**src/rtl/fetch_stage.sv**
```systemverilog
// fetch_stage: IF stage plus IF/ID pipeline register.
// Owns the fetch PC and the instruction-memory request/ready handshake.
// A single skid entry catches a response that arrives while ID is stalled,
// so fetch can park (HOLD) without dropping or refetching that instruction.
// Redirects replace the fetch PC, and flushes bubble the IF/ID slot.
module fetch_stage #(
  parameter int unsigned     XLEN      = 64,
  parameter logic [XLEN-1:0] RESET_PC  = '0,
  parameter logic [31:0]     NOP_INSTR = 32'h0000_0013
) (
  input  logic            clk,
  input  logic            reset,
  // instruction memory
  output logic            imem_req,
  output logic [XLEN-1:0] imem_addr,
  input  logic            imem_ready,
  input  logic [31:0]     imem_rdata,
  // pipeline control
  input  logic            stallD,
  input  logic            flushD,
  input  logic            redirect,
  input  logic [XLEN-1:0] redirect_pc,
  // IF/ID register toward decode
  output logic [31:0]     instrD,
  output logic [XLEN-1:0] pcD,
  output logic [XLEN-1:0] pcPlus4D,
  output logic            validD,
  output logic [6:0]      opD,
  output logic [2:0]      funct3D,
  output logic [6:0]      funct7D,
  output logic [4:0]      rs1D,
  output logic [4:0]      rs2D,
  output logic [4:0]      rdD,
  output logic            fetch_busy
);

  // FETCH: request outstanding at pcF. HOLD: skid is full, fetch paused.
  typedef enum logic {S_FETCH = 1'b0, S_HOLD = 1'b1} state_e;

  state_e          state_q, state_d;
  logic [XLEN-1:0] pcF_q, pcF_d;
  logic [31:0]     skid_instr_q, skid_instr_d;
  logic [XLEN-1:0] skid_pc_q, skid_pc_d;
  logic [31:0]     instrD_q, instrD_d;
  logic [XLEN-1:0] pcD_q, pcD_d;
  logic            validD_q, validD_d;

  logic [XLEN-1:0] pc_inc;
  logic [XLEN-1:0] redirect_tgt;
  logic            id_load;
  logic [31:0]     id_load_instr;
  logic [XLEN-1:0] id_load_pc;
  logic            id_bubble;

  // Fetch targets are word aligned, so the low two bits of a redirect are dropped.
  assign redirect_tgt = redirect_pc & ~XLEN'(3);
  assign pc_inc       = pcF_q + XLEN'(4);

  // Request is killed combinationally during reset so no access escapes it.
  assign imem_req   = !reset && (state_q == S_FETCH);
  assign imem_addr  = pcF_q;
  assign fetch_busy = imem_req && !imem_ready;

  // Next-state logic for the fetch FSM, the fetch PC and the skid entry.
  // The IF/ID update is expressed as load/bubble requests and resolved below.
  always_comb begin
    state_d       = state_q;
    pcF_d         = pcF_q;
    skid_instr_d  = skid_instr_q;
    skid_pc_d     = skid_pc_q;
    id_load       = 1'b0;
    id_load_instr = imem_rdata;
    id_load_pc    = pcF_q;
    id_bubble     = 1'b0;

    unique case (state_q)
      S_FETCH: begin
        if (redirect) begin
          // Same-cycle response is on the wrong path and is dropped.
          pcF_d = redirect_tgt;
          if (!stallD) id_bubble = 1'b1;
        end else if (imem_ready && !stallD) begin
          id_load       = 1'b1;
          id_load_instr = imem_rdata;
          id_load_pc    = pcF_q;
          pcF_d         = pc_inc;
        end else if (imem_ready) begin
          // ID is stalled: park the response in the skid and stop fetching.
          skid_instr_d = imem_rdata;
          skid_pc_d    = pcF_q;
          pcF_d        = pc_inc;
          state_d      = S_HOLD;
        end else if (!stallD) begin
          id_bubble = 1'b1;
        end
      end
      S_HOLD: begin
        if (redirect) begin
          // Skid content is on the wrong path; leaving HOLD empties it.
          pcF_d   = redirect_tgt;
          state_d = S_FETCH;
          if (!stallD) id_bubble = 1'b1;
        end else if (!stallD) begin
          id_load       = 1'b1;
          id_load_instr = skid_instr_q;
          id_load_pc    = skid_pc_q;
          state_d       = S_FETCH;
        end
      end
      default: state_d = S_FETCH;
    endcase

    // Flush wins over stall and over any load; fetch-side state is untouched.
    if (flushD) begin
      id_load   = 1'b0;
      id_bubble = 1'b1;
    end
  end

  // Resolve the IF/ID register update. A bubble keeps pcD so the slot still
  // reports where the pipeline was.
  always_comb begin
    instrD_d = instrD_q;
    pcD_d    = pcD_q;
    validD_d = validD_q;
    if (id_bubble) begin
      instrD_d = NOP_INSTR;
      validD_d = 1'b0;
    end else if (id_load) begin
      instrD_d = id_load_instr;
      pcD_d    = id_load_pc;
      validD_d = 1'b1;
    end
  end

  // State registers with synchronous reset.
  always_ff @(posedge clk) begin
    if (reset) begin
      state_q      <= S_FETCH;
      pcF_q        <= RESET_PC;
      skid_instr_q <= NOP_INSTR;
      skid_pc_q    <= '0;
      instrD_q     <= NOP_INSTR;
      pcD_q        <= '0;
      validD_q     <= 1'b0;
    end else begin
      state_q      <= state_d;
      pcF_q        <= pcF_d;
      skid_instr_q <= skid_instr_d;
      skid_pc_q    <= skid_pc_d;
      instrD_q     <= instrD_d;
      pcD_q        <= pcD_d;
      validD_q     <= validD_d;
    end
  end

  // Decode-side views of the IF/ID register.
  assign instrD   = instrD_q;
  assign pcD      = pcD_q;
  assign validD   = validD_q;
  assign pcPlus4D = pcD_q + XLEN'(4);
  assign opD      = instrD_q[6:0];
  assign rdD      = instrD_q[11:7];
  assign funct3D  = instrD_q[14:12];
  assign rs1D     = instrD_q[19:15];
  assign rs2D     = instrD_q[24:20];
  assign funct7D  = instrD_q[31:25];

endmodule

```
**config.mk**
```make
export PLATFORM = sky130hd
export DESIGN_NAME = fetch_stage
export DESIGN_NICKNAME = d
export VERILOG_FILES = /design/src/rtl/fetch_stage.sv
export SDC_FILE = /design/constraint.sdc
export NUM_CORES = 1
export LEC_CHECK = 0
export ABC_AREA = 1
export BUFFER_PORTS_ARGS = -buffer_cell sky130_fd_sc_hd__buf_2
export CORE_MARGIN = 2
export CORE_UTILIZATION = 58
export CTS_CLUSTER_SIZE = 16
export DETAILED_ROUTE_END_ITERATION = 12
export PLACE_DENSITY = 0.91
export SLEW_MARGIN = 20
export SYNTH_ARGS = -nofsm -noshare
export SYNTH_HDL_FRONTEND = slang
export SYNTH_SLANG_ARGS = --single-unit
```
**constraint.sdc**
```tcl
create_clock -name clk -period 2.6 [get_ports clk]
set_input_delay 0.26 -clock clk [delete_from_list [all_inputs] [get_ports clk]]
set_output_delay 0.26 -clock clk [all_outputs]
set_load 0.005 [all_outputs]
```
[After elaboration in Yosys (flattened, before gate mapping)]
Index checks and enable logic that the tools add are counted.
Word-level totals
  register bits: 258
  bits of input ports: 102
  output and inout port bits: 259
  word-level logic and storage cells: 54
Cells by class
  add/subtract/negate cells: 2
  eq/ne operators: 2
  muxes and demuxes: 29
  bitwise logic cells: 4
  reduce and logical (&&, ||, !) cells: 10
Operator list (count)
  $mux 64: 6
  $pmux 64 s2: 2
  $add 64x3->64 const B: 2
  $mux 32: 2
  $pmux 32 s2: 1
  $mux 1: 15
  $pmux 1 s2: 3
  $ne 4x3->1 const B: 1
  $not 1->1: 4
  $reduce_and 2->1: 2
  $reduce_and 4->1: 1
  $logic_and 1x1->1: 3
  $logic_not 1->1: 3
  $ne 2x2->1 const B: 1
  $reduce_or 2->1: 1

[Longest topological paths before layout]
  depth after elaboration: 8
  gate-level depth with buffers: 14
  gate-level depth less buffers: 14

[Worst setup path after synthesis]
OpenSTA, ideal clock, no wires.
  kind: register -> output
  start point: register pcD_q[3] (netlist: pcD[3])
  end point: output pcPlus4D[60]
  arrival time: 1.572 ns
  data required time: 2.340 ns
  slack: 0.768 ns
  cell stages (with the launch flop): 10
  buffers on the path: 0
  cells stage by stage: dfxtp_1 > ha_1 > nand3_1 > inv_1 > nand2_1 > inv_1 > nand2_1 > nor2_1 > nand3_1 > xor2_1
On the way
  word-level cells in the longest chain between the ends: 1
Ends and longest elaborated chain
  start: declaration: RTL line 45  | logic [XLEN-1:0] pcD_q, pcD_d;
  start signal: assignment: RTL line 152  | pcD_q <= pcD_d;
  $add 64x3->64: RTL line 161  | assign pcPlus4D = pcD_q + XLEN'(4);
  end: declaration: RTL line 26  | output logic [XLEN-1:0] pcPlus4D,
Every way passes these cells.

[Final worst setup path]
  start point: register pcD_q[8] (netlist: pcD[8])
  end point: output pcPlus4D[43]
Same word-level chain as after synthesis.

==> flow_summary_export.csv <==
group,metric,value,unit
floorplanning,rows,57,
clock_tree,clockBufferDepth,3,
sta,setup_viol,0,
worst_setup_path,path_class,"reg2out",
route,postRouteAntennaNets,0,
logic_synthesis,synthTopCellsByCount,"nand2_1 (424), nor2_1 (358), dfxtp_1 (252)",
finish,layout-drive-gt1-share,20.8,%
route,drt-initial-drc-count,2927,
status,status,"completed",
worst_setup_path,worst_ep_arrival_time,2.31,ns
logic_synthesis,synth_compound_area_share,20.5,%
sta,fin_skew,0.0240,ns
route,drc,0,
logic_synthesis,synth_cell_type_count,43,
place,place_congestion,1.02,
floorplanning,die_h,162,µm
logic_synthesis,synth-adder-area-share,0.174,%
worst_setup_path,cp-end-kind,"primary output",
clock_tree,cts.clk_slew.worst_paths,0.07,ns
finish,num-nets-final,2662,
global_route,overflow,0,
logic_synthesis,synth_edf_count,0,
logic_synthesis,synth-seq-area-share,35.0,%
sta,drv_slew,0,
logic_synthesis,synthArstFlopShare,0,%
route,vias_per_cell,6.13,
worst_setup_path,required,2.34,ns
logic_synthesis,yosysMostFrequentCell,"nand2_1",
sta,fmax,0.389,GHz
floorplanning,pin_count,361,
finish,final_util,72.6,%
sta,finalCriticalPeriod,2.57,ns
logic_synthesis,synth.area.top_cells,"dfxtp_1 (35%), nand2_1 (11%), nor2_1 (9.3%)",
sta,rsz0062_at_grt,"true",
clock_tree,cts.sink_count,252,
route,dr_total_vias,17800,
sta,hold_viol,0,
logic_synthesis,synth_mux_area_share,0.0695,%
floorplanning,dieArea,26100,µm²
sta,period_share,98.9,%
pwr,power.density,520,nW/µm²
clock_tree,clock_latency,0.56,ns
logic_synthesis,synthXorXnorAreaFrac,3.65,%
pwr,finalPower,9.17,mW
finish,area_delta_synth_final,22.6,%
global_route,globalRouteTotalUtil,43.9,%
pwr,peakVddDrop,0.505,mV
logic_synthesis,ys_seq_elements,252,
logic_synthesis,synth-simple-area-share,28.7,%
sta,worstMarginPinSlew,1.06,ns
clock_tree,cts_tree,"built",
sta,slew_headroom,29.5,%
route,drt_wl_total,60.2,mm
logic_synthesis,synth.top_cell.area_share,35.0,%
worst_hold_path,min_path_type,"in2reg",
logic_synthesis,yosys_warnings,0,
logic_synthesis,syn-mean-instance-area,6.41,µm²
flow_run,drv_cap,0,
floorplanning,coreArea,24300,µm²
floorplanning,start_util,59.2,%
place,hpwlAfterDp,42.5,mm
global_route,grt_max_degree,147,
sta,tns,0,ns
clock_tree,htree_levels,1,
global_route,grt_pass1_vias,16200,
logic_synthesis,yosys.area.top_type,"dfxtp_1",
logic_synthesis,ys.flop_type,"dfxtp_1",
floorplanning,die_x,162,µm
logic_synthesis,syn_inst,2247,
worst_setup_path,cp-start-kind,"flip-flop",
worst_setup_path,cp_max_fo,6,
route,firstDrtPassIters,8,
logic_synthesis,netlist_area,14400,µm²
clock_tree,root_buffer,"clkbuf_16",
logic_synthesis,synth_top_family_by_area,"simple AND/OR/NAND/NOR gates",
clock_tree,cts_buffers,26,
place,numPortBuffers,352,
global_route,grt_pass1_wl,90.2,mm
pwr,p_leak,8.09,nW
route,wl_per_cell,20.7,µm
worst_hold_path,min_path_cells,3,
global_route,grt_antenna_before_repair,1,
worst_setup_path,r2r_cells,5,
## logic make-up after synthesis
group	after synthesis
compound gates	528
fa+ha+maj	2
buf+inv	406
mux	1
flops	252
other cells	1
simple gates	997
xor+xnor	60
## worst paths after layout
check | endpoint | from | slack, ns
worst max-delay path | pcPlus4D[43] | pcD[8]$_SDFFE_PP0P_ | 0.03
worst min-delay path | imem_addr[3]$_SDFFE_PP0P_ | redirect_pc[3] | 0.0007
worst max register to register | instrD[16]$_SDFFE_PP0P_ | state_q$_SDFF_PP0_ | 0.15
worst min register to register | skid_pc_q[8]$_SDFFE_PP0P_ | skid_pc_q[8]$_SDFFE_PP0P_ | 0.46
## power by group
group / switching, mW / leakage (nW) / internal [mW] / total, mW
logic: 0.702 / 5.62 / 0.408 / 1.11
registers: 0.250 / 2.07 / 4.04 / 4.29
clock network: 1.64 / 0.399 / 2.12 / 3.77
## layout by cell type, fill, tap and decap left out, types with 32 or more instances in the layout
| cell | netlist | routed |
|---|---|---|
| o21ai_0 | 203 | 202 |
| o211ai_1 | 74 | 74 |
| nand2_1 | 424 | 420 |
| buf_4 | 38 | 37 |
| nor2_1 | 358 | 335 |
| a21oi_1 | 183 | 183 |
| dfxtp_1 | 252 | 226 |
| buf_2 | 27 | 352 |
| xor2_1 | 39 | 38 |
| o21ai_1 | 31 | 32 |
| nand4_1 | 38 | 38 |
| dlygate4sd3_1 | 0 | 34 |
| nand3_1 | 105 | 104 |
| inv_1 | 248 | 244 |
## routing by layer
layer | up-vias | part of all wire, % | GRT usage (%)
met3 | 301 | 12 | 6.96
met1 | 8044 | 38 | 57.5
met4 | 0 | 6.4 | 24.1
li1 | 7971 | - | -
met5 | - | 0 | 0
met2 | 1463 | 44 | 69.3
## final cells by class
cell class                 instances  area (µm²)
sequential                       252        5090
tap                              324         405
clock inverter                     7        81.3
multi-input combinational       1594        7870
fill                            1976        6670
clock buffer                      40         763
antenna                            1        2.50
timing repair buffer             427        2460
inverter                         257         967
## critical path, stage by stage, from the launching register on
cell and delay (ns):
dfxtp_2 0.41, nand2_1 0.13, nor2_1 0.18, nand2_1 0.07, nor2_1 0.20, buf_4 0.18, nand4_1 0.17, xnor2_1 0.26
buf_2 0.16
## stage by stage
step	instances	hold WS [ns]	setup slack (ns)	instance area, µm²
floorplan	2252	0.386	0.768	14400
global placement	2815	0.433	0.384	16200
finish	2902	0.000735	0.0293	17600
detailed placement	2815	0.438	0.347	16200
CTS	2896	0.00366	0.00277	17400
global route	2902	0.0149	-0.0581	17600
## sequential cells by signal (all words and copies together) (netlist names)
name / flops
imem_addr: 62
pcD: 62
skid_pc_q: 62
instrD: 32
skid_instr_q: 32
state_q: 1
validD: 1
## repair_timing
item | CTS | global route
endpoints found under the setup margin | 21 | 31
pin swaps | 1 | 5
hold buffers | 33 | 1
setup buffers | 1 | 4
gates resized for setup | 29 | 60
hold endpoints to repair | 33 | 1
Note: power is estimated with default switching activity, not from simulation.
